### src/rtl/store_buffer.sv
// Two-level store buffer: a flushable speculative queue feeds a non-flushable commit queue that drains in order to the D$.
// One cycle write->commit and commit->data_req_o; ready_o / commit_ready_o drop while the respective queue is full.
module store_buffer #(
  parameter int SPEC_DEPTH   = 4,
  parameter int COMMIT_DEPTH = 4
) (
  input  logic        clk_i,
  input  logic        rst_i,
  input  logic        flush_i,
  input  logic        valid_i,
  input  logic [55:0] paddr_i,
  input  logic [63:0] data_i,
  input  logic [7:0]  be_i,
  input  logic [1:0]  data_size_i,
  output logic        ready_o,
  input  logic        commit_i,
  output logic        commit_ready_o,
  output logic        no_st_pending_o,
  output logic        store_buffer_empty_o,
  input  logic [11:0] page_offset_i,
  output logic        page_offset_matches_o,
  output logic        data_req_o,
  output logic [55:0] address_o,
  output logic [63:0] wdata_o,
  output logic [7:0]  be_o,
  output logic [1:0]  size_o,
  input  logic        data_gnt_i
);
  localparam int SPW = $clog2(SPEC_DEPTH);
  localparam int CPW = $clog2(COMMIT_DEPTH);

  typedef struct packed {
    logic [55:0] paddr;
    logic [63:0] data;
    logic [7:0]  be;
    logic [1:0]  size;
  } entry_t;

  entry_t                 spec_mem [SPEC_DEPTH];
  entry_t                 com_mem  [COMMIT_DEPTH];
  logic [SPEC_DEPTH-1:0]  spec_vld;
  logic [COMMIT_DEPTH-1:0] com_vld;
  logic [SPW-1:0]         spec_rptr, spec_wptr;
  logic [SPW:0]           spec_count;
  logic [CPW-1:0]         com_rptr, com_wptr;
  logic [CPW:0]           com_count;
  logic                   spec_push, spec_pop, com_pop;
  entry_t                 com_head;
  logic                   unused_offset_lsbs;

  assign ready_o              = spec_count != (SPW+1)'(SPEC_DEPTH);
  assign commit_ready_o       = com_count != (CPW+1)'(COMMIT_DEPTH);
  assign data_req_o           = com_count != '0;
  assign no_st_pending_o      = com_count == '0;
  assign store_buffer_empty_o = (spec_count == '0) && (com_count == '0);

  // A flush wins over a same-cycle new store, but not over a same-cycle commit.
  assign spec_push = valid_i && ready_o && !flush_i;
  assign spec_pop  = commit_i && commit_ready_o && (spec_count != '0);
  assign com_pop   = data_req_o && data_gnt_i;

  assign com_head  = com_mem[com_rptr];
  assign address_o = com_head.paddr;
  assign wdata_o   = com_head.data;
  assign be_o      = com_head.be;
  assign size_o    = com_head.size;

  assign unused_offset_lsbs = ^page_offset_i[2:0];

  always_ff @(posedge clk_i) begin
    if (spec_push) spec_mem[spec_wptr] <= '{paddr_i, data_i, be_i, data_size_i};
    if (spec_pop)  com_mem[com_wptr]   <= spec_mem[spec_rptr];
  end

  // Push and pop never target the same slot: push needs not-full, pop needs not-empty.
  always_ff @(posedge clk_i) begin
    if (rst_i) begin
      spec_rptr  <= '0;
      spec_wptr  <= '0;
      spec_count <= '0;
      spec_vld   <= '0;
      com_rptr   <= '0;
      com_wptr   <= '0;
      com_count  <= '0;
      com_vld    <= '0;
    end else begin
      if (flush_i) begin
        spec_rptr  <= '0;
        spec_wptr  <= '0;
        spec_count <= '0;
        spec_vld   <= '0;
      end else begin
        if (spec_push) begin
          spec_vld[spec_wptr] <= 1'b1;
          spec_wptr           <= spec_wptr + 1'b1;
        end
        if (spec_pop) begin
          spec_vld[spec_rptr] <= 1'b0;
          spec_rptr           <= spec_rptr + 1'b1;
        end
        spec_count <= spec_count + (SPW+1)'(spec_push) - (SPW+1)'(spec_pop);
      end
      if (spec_pop) begin
        com_vld[com_wptr] <= 1'b1;
        com_wptr          <= com_wptr + 1'b1;
      end
      if (com_pop) begin
        com_vld[com_rptr] <= 1'b0;
        com_rptr          <= com_rptr + 1'b1;
      end
      com_count <= com_count + (CPW+1)'(spec_pop) - (CPW+1)'(com_pop);
    end
  end

  always_comb begin
    page_offset_matches_o = 1'b0;
    for (int i = 0; i < SPEC_DEPTH; i++)
      if (spec_vld[i] && spec_mem[i].paddr[11:3] == page_offset_i[11:3])
        page_offset_matches_o = 1'b1;
    for (int i = 0; i < COMMIT_DEPTH; i++)
      if (com_vld[i] && com_mem[i].paddr[11:3] == page_offset_i[11:3])
        page_offset_matches_o = 1'b1;
  end
endmodule

### config.mk
export PLATFORM = sky130hd
export DESIGN_NAME = store_buffer
export DESIGN_NICKNAME = d
export VERILOG_FILES = /design/src/rtl/store_buffer.sv
export SDC_FILE = /design/constraint.sdc
export NUM_CORES = 1
export LEC_CHECK = 0
export BUFFER_PORTS_ARGS = -buffer_cell sky130_fd_sc_hd__buf_4
export CAP_MARGIN = 5
export CORE_MARGIN = 1
export CORE_UTILIZATION = 56
export CTS_BUF_LIST = sky130_fd_sc_hd__clkbuf_4 sky130_fd_sc_hd__clkbuf_8
export DETAILED_ROUTE_END_ITERATION = 10
export GPL_TIMING_DRIVEN = 0
export PLACE_DENSITY = 0.78
export RECOVER_POWER = 25
export SLEW_MARGIN = 25
export SYNTH_ARGS = -nofsm -noshare
export SYNTH_HDL_FRONTEND = slang
export SYNTH_SLANG_ARGS = --single-unit
### constraint.sdc
create_clock -name clk_i -period 4.9 [get_ports clk_i]
set_input_delay 1.47 -clock clk_i [delete_from_list [all_inputs] [get_ports clk_i]]
set_output_delay 1.47 -clock clk_i [all_outputs]
set_load 0.005 [all_outputs]
==> reports/metrics.csv, run 1 <==
metric,value,unit
outcome,"finished, violations left",
violated checks,"capacitance limit, slew limit",
library cells used by synthesis,32,
"Gates resized, CTS repair",0,
worst-case setup margin in the final layout,437,ps
cell area after placement,0.0434,mm^2
launch instance of the worst register-to-register path,spec_count[1],
number of cells on the critical path,4,
pin count of the biggest net entering global routing,42,
number of clock sinks seen by CTS,1066,
die outline area,0.0717,mm^2
global-route wire length before repair,114,mm
register share of total power,51.6,%
setup slack of the most critical reg-to-reg path,1300,ps
average instance area after synthesis,24.7,um^2
number of hold-repair buffers added at the cts stage,0,
root buffer selected by CTS,sky130_fd_sc_hd__clkbuf_8,
tightest slew margin relative to the limit,-34.5,%
number of buffer cells added on primary ports,271,
design internal power,15.4,mW
Final Non-Filler Cells,3139,
Sw Pwr,4.53,mW
combinational group share of total power,13.2,%
Iteration-0 DRC Markers,1312,
buffer levels on the longest clock path,3,
Post-Route Skew,33.7,ps
Min-Delay Startpoint,com_vld[2],
number of slew-limit violations in the final report,48,
total leakage power,14.6,nW
clock input transition at the sequential cells of the worst setup and hold paths,60,ps
timing-limited maximum frequency,224,MHz
sequential share of the synthesized area,80.3,%
via density per instance,5.64,
setup repair after global routing missed its margin,no,
die height,268,um
end-of-flow core utilization,65.9,%
sum of negative setup slack,0,ps
gate count of the mapped netlist,1602,
Max stage delay on crit path,700,ps
die extent in x,268,um
drt wl/cell,24.4,um
total wirelength of the detailed-routed design,76.5,mm
buffers plus inverters on the worst setup path,3,
clock latency of the later-clocked register in the worst-skew pair,790,ps
Ports,284,
launching element type of the critical path,register,
Via Count,17700,
number of antenna violations at the first check in global routing,18,
Floorplan Core Area,0.0699,mm^2
HP Class,reg -> reg,
worst-case reg-to-reg path depth,6,
layout net count,2231,
element type at the critical path end,output pin,
grt total ovfl,0,
PD cells,434,mW/mm^2
fraction of final layout cells sized beyond drive strength 1,33.5,%
Post-DP HPWL,50.3,mm
largest cells by area after synthesis,"sky130_fd_sc_hd__edfxtp_1 (79%), sky130_fd_sc_hd__mux4_2 (15%), sky130_fd_sc_hd__xor2_1 (1.4%)",
Placed Cells,2837,
total setup violations reported at the end of the flow,0,
type of the worst setup path,reg -> out,
final weighted congestion of routability-driven global placement,0.795,
Ys Warns,0,
flip-flop and latch count after synthesis,1066,
Net Sw Frac,22.7,%
via count of the first global-routing pass,19100,
"Non-Filler Cell Area, Final",0.0460,mm^2
maximum capacitance violations,2,
final critical path time including I/O delays and setup,4460,ps
cell family contributing the most delay on the critical path,buffers and inverters,
Clk pwr share,35.3,%
"slowest stage cell, crit path",sky130_fd_sc_hd__clkbuf_1,
cell type with the highest aggregate area in the netlist,sky130_fd_sc_hd__edfxtp_1,
share of the clock period used by the worst path after layout,91.1,%
number of buffers created by CTS,162,
global-route total usage across every layer,21.8,%
Post CTS Setup Buffer Count,0,
# DRC,0,
syn_nets,1772,
Synth top area share,78.9,%
worst-margin pin slew,2020,ps
Worst Hold Depth,1,
post-synthesis to final-layout area growth,16.4,%
biggest fanout along the worst timing path,10,
ordered cell list for the critical path,buf_2 > clkbuf_1 > mux4_2 > buf_4,
site row count,97,
Fill cells,4480,
peak supply drop,0.000238,V
clock tree from TritonCTS,yes,
drt first pass iters,5,
number of H-tree branching levels,4,
DP Worst Slack,623,ps
number of hold-slack violations in the final timing report,0,
cell area after technology mapping,0.0396,mm^2
Detail Route Antenna Nets,0,
data required time of the worst path,3430,ps
initial standard-cell utilization of the core,56.6,%
arrival time of the worst setup path,2990,ps
## metal layers
layer | global-route usage (%) | vias up | part of all wire, %
met5 | 0 | - | 0.15
met3 | 5.46 | 137 | 6.3
met4 | 8.65 | 18 | 2.7
li1 | - | 7728 | -
met1 | 26.0 | 9295 | 37
met2 | 38.2 | 538 | 54
## cell families (layout without fill, tap and decap cells)
logic type	Yosys count	in the layout	synth area share [%]
flops	1066	1066	80.3
mux	262	262	14.9
buf+inv	90	679	1.15
xor+xnor	80	80	1.77
simple gates	64	64	0.946
fa+ha+maj	22	22	0.734
compound gates	18	18	0.288
other cells	0	8	0
## cells in the final DEF, fill, tap and decap left out, drive strengths merged, types with 2 or more instances in the layout
cell / instances
clkinv: 53
o21a: 8
nor2: 17
bufinv: 2
or3: 2
diode: 8
nand2: 3
xor2: 64
mux2i: 2
buf: 224
nor2b: 2
a21oi: 10
xnor2: 16
nor4: 16
and2: 9
clkbuf: 375
inv: 24
dfxtp: 26
fa: 2
edfxtp: 1040
ha: 20
mux4: 260
nand4: 10
or2: 2
## synth_stat cells, drive strengths merged
cell    instances
buf            64
nor2           17
and2            9
clkbuf          7
ha             20
mux2i           2
nand3           1
mux4          260
nand4          10
nor4           16
or2             2
xor2           64
inv            19
a21oi          10
fa              2
o21a            8
or3             2
dfxtp          26
edfxtp       1040
or3b            1
and3            1
nand2           3
nor2b           2
xnor2          16
## sequential cells by signal (all words and copies together) (netlist names), named ones only
name        flops
com_mem       520
spec_mem      520
com_vld         4
spec_vld        4
com_count       3
spec_count      3
com_rptr        2
com_wptr        2
spec_rptr       2
spec_wptr       2
## power groups by stage
stage	sequential (mW)	combinational [mW]	clock, mW
after floorplan	10.5	1.50	0
after global placement	10.5	2.66	0
after detailed placement	10.5	2.75	0
after CTS	10.3	2.76	7.20
after global routing	10.3	2.83	7.59
final	10.3	2.63	7.04
## stage by stage
stage / hold WS, ps / power (mW)
4_1_cts: 493 / 20.3
3_5_place_dp: 478 / 13.2
2_1_floorplan: 440 / 12.0
5_1_grt: 500 / 20.7
6_report: 489 / 20.0
3_3_place_gp: 480 / 13.2
## worst paths after layout
kind / end
setup / recovery: wdata_o[59]
hold / removal: com_vld[2]
setup reg to reg: com_mem[1][51]
hold reg to reg: com_vld[2]
## cell type report
cell class / instances / area [um^2] / share of cell area [%]
inverters: 19 / 71.3 / 0.155
well taps: 940 / 1180 / 2.55
multi-input cells: 446 / 7350 / 16.0
repair buffers: 295 / 2130 / 4.62
plain buffers: 71 / 365 / 0.794
clock buffers: 233 / 2830 / 6.15
diodes: 8 / 20.0 / 0.0435
flip-flops and latches: 1066 / 31800 / 69.0
clock inverters: 61 / 347 / 0.753
(Power assumes the default switching activity.)
==> run 2, diff against run 1 <==
--- a/config.mk
+++ b/config.mk
@@ -5,16 +5,16 @@
 export SDC_FILE = /design/constraint.sdc
 export NUM_CORES = 1
 export LEC_CHECK = 0
+export ABC_AREA = 1
 export BUFFER_PORTS_ARGS = -buffer_cell sky130_fd_sc_hd__buf_4
 export CAP_MARGIN = 5
-export CORE_MARGIN = 1
 export CORE_UTILIZATION = 56
 export CTS_BUF_LIST = sky130_fd_sc_hd__clkbuf_4 sky130_fd_sc_hd__clkbuf_8
 export DETAILED_ROUTE_END_ITERATION = 10
 export GPL_TIMING_DRIVEN = 0
 export PLACE_DENSITY = 0.78
 export RECOVER_POWER = 25
-export SLEW_MARGIN = 25
+export SLEW_MARGIN = 20
 export SYNTH_ARGS = -nofsm -noshare
 export SYNTH_HDL_FRONTEND = slang
 export SYNTH_SLANG_ARGS = --single-unit
==> reports/metrics.csv, run 2 <==
metric,value,unit
outcome,"finished, violations left",
violated checks,"capacitance limit, slew limit",
HP Class,reg -> reg,
clock tree from TritonCTS,yes,
sequential share of the synthesized area,77.9,%
compound-gate portion of the synthesized area,11.1,%
Synth top area share,76.6,%
die outline area,0.0739,mm^2
syn_nets,3134,
grt total ovfl,0,
buffer levels on the longest clock path,3,
multi-input gate area in the final layout,0.00786,mm^2
worst-case setup margin in the final layout,233,ps
Post CTS Setup Buffer Count,0,
die extent in x,272,um
root buffer selected by CTS,sky130_fd_sc_hd__clkbuf_8,
Final Non-Filler Cells,4541,
most repeated cell in the gate-level netlist after synthesis,sky130_fd_sc_hd__edfxtp_1,
Fill cells,4938,
average instance area after synthesis,13.8,um^2
cell family contributing the most delay on the critical path,buffers and inverters,
Ys Warns,0,
layout net count,3624,
PD cells,443,mW/mm^2
Post-Route Skew,48.4,ps
final weighted congestion of routability-driven global placement,0.890,
"commonest non-fill, non-tap cells in the layout","sky130_fd_sc_hd__edfxtp_1 (1040), sky130_fd_sc_hd__nor2_1 (547), sky130_fd_sc_hd__o21ai_0 (535)",
cell type with the highest aggregate area in the netlist,sky130_fd_sc_hd__edfxtp_1,
"Gates resized, CTS repair",0,
post-synthesis to final-layout area growth,17.5,%
type of the worst setup path,reg -> out,
site row count,98,
die height,272,um
simple-gate portion of the synthesized area,6.94,%
drt first pass iters,6,
dominant combinational cell family by area after synthesis,compound AO/OA/AOI/OAI gates,
# DRC,0,
via count of the first global-routing pass,26100,
initial standard-cell utilization of the core,56.9,%
Placed Cells,4241,
number of antenna violations at the first check in global routing,19,
clock input transition at the sequential cells of the worst setup and hold paths,60,ps
end-of-flow core utilization,66.8,%
Sequential cell area,0.0318,mm^2
clock latency of the later-clocked register in the worst-skew pair,800,ps
number of clock sinks seen by CTS,1066,
cell type with the highest occurrence count on the critical path,sky130_fd_sc_hd__buf_4,
Floorplan Core Area,0.0717,mm^2
Iteration-0 DRC Markers,2805,
top cells by instance count after synthesis,"sky130_fd_sc_hd__edfxtp_1 (1040), sky130_fd_sc_hd__nor2_1 (549), sky130_fd_sc_hd__o21ai_0 (534)",
"EDFF count, synth",1040,
setup repair after global routing missed its margin,no,
pin count of the biggest net entering global routing,25,
peak supply drop,0.000258,V
xor and xnor area share after synthesis,0.515,%
setup slack of the most critical reg-to-reg path,1270,ps
biggest fanout along the worst timing path,10,
Min-Delay Startpoint,spec_vld[1],
number of buffer cells added on primary ports,273,
Max stage delay on crit path,780,ps
library cells used by synthesis,28,
Via Count,26300,
sum of negative setup slack,0,ps
share of synthesized area spent on multiplexers,0,%
launching element type of the critical path,register,
share of the clock period used by the worst path after layout,95.2,%
number of hold-slack violations in the final timing report,0,
drt wl/cell,22.2,um
total setup violations reported at the end of the flow,0,
via density per instance,5.80,
Synth Area in Adders,0.712,%
gate count of the mapped netlist,2964,
cell area after technology mapping,0.0408,mm^2
Detail Route Antenna Nets,0,
launch instance of the worst register-to-register path,spec_count[1],
buffers plus inverters on the worst setup path,3,
total leakage power,16.4,nW
Post-DP HPWL,66.5,mm
global-route total usage across every layer,27.0,%
share of flip-flops with an asynchronous set or reset,0,%
prevailing post-synth register cell,sky130_fd_sc_hd__edfxtp_1,
timing-limited maximum frequency,214,MHz
global-route wire length before repair,148,mm
flip-flop and latch count after synthesis,1066,
PnR Total Power,21.2,mW
Ports,284,
data required time of the worst path,3430,ps
number of buffers created by CTS,161,
largest cells by area after synthesis,"sky130_fd_sc_hd__edfxtp_1 (77%), sky130_fd_sc_hd__o21ai_0 (6.6%), sky130_fd_sc_hd__nor2_1 (5.1%)",
maximum capacitance violations,1,
number of hold-repair buffers added at the cts stage,0,
number of slew-limit violations in the final report,19,
tightest slew margin relative to the limit,-0.984,%
ordered cell list for the critical path,buf_4 > clkbuf_1 > o21ai_0 > o22ai_1 > buf_4,
"slowest stage cell, crit path",sky130_fd_sc_hd__dfxtp_1,
number of H-tree branching levels,4,
final critical path time including I/O delays and setup,4670,ps
DP Worst Slack,743,ps
total wirelength of the detailed-routed design,101,mm
arrival time of the worst setup path,3200,ps
element type at the critical path end,output pin,
Top Registers,"com_mem x520, spec_mem x520",
"most common cell after layout, fill and taps aside",sky130_fd_sc_hd__edfxtp_1,
fraction of final layout cells sized beyond drive strength 1,15.0,%
worst-margin pin slew,1510,ps
[run 2: changes by cell type after synthesis, sizes merged, moves of 62 or more]
cell,previous run,this run
clkbuf,7,105
inv,19,97
mux4,260,0
nand2,3,168
nor2,17,553
o21ai,0,535
o22ai,0,246
xor2,64,2
[run 2: path summary, 6_finish.rpt]
kind / to / depth (start not counted)
worst max-delay path: address_o[28] / 5
worst min-delay path: spec_vld[1] / 1
worst max register to register: spec_mem[2][51] / 11
worst min register to register: spec_vld[1] / 1
[run 2: metrics by stage]
stage / instance area (um^2) / hold slack (ps)
2_1_floorplan: 40800 / 434
3_3_place_gp: 44000 / 447
3_5_place_dp: 45300 / 454
4_1_cts: 48400 / 471
5_1_grt: 47900 / 483
6_report: 47900 / 469
[run 2: power breakdown]
| part | total (mW) | leakage (nW) | internal (mW) | switching, mW |
|---|---|---|---|---|
| Sequential | 10.4 | 9.61 | 10.3 | 0.0785 |
| Clock | 7.02 | 1.64 | 3.74 | 3.28 |
| Combinational | 3.85 | 5.16 | 1.42 | 2.43 |
| Total | 21.2 | 16.4 | 15.4 | 5.79 |
[run 2: logic make-up after synthesis]
family	count (synthesis)
DFF	1066
adders and majority gates	22
xor gates and xnor gates	24
AOI/OAI and AO/OA	839
buffers and inverters	278
and+or+nand+nor	735
[run 2: per-layer routing]
| metal | track usage [%] | vias up | wire length, um |
|---|---|---|---|
| li1 | - | 11900 | - |
| met1 | 33.3 | 12800 | 37300 |
| met2 | 45.3 | 1354 | 50900 |
| met3 | 6.10 | 253 | 8930 |
| met4 | 13.0 | 18 | 3660 |
| met5 | 0 | - | 103 |
[run 2: area by class of cell]
type | instances | share of cell area [%]
plain buffers | 181 | 1.68
clock buffers | 222 | 5.64
inverters | 97 | 0.760
well taps | 950 | 2.48
flip-flops and latches | 1066 | 66.2
multi-input cells | 1620 | 16.4
clock inverters | 65 | 0.851
repair buffers | 327 | 5.89
diodes | 13 | 0.0679
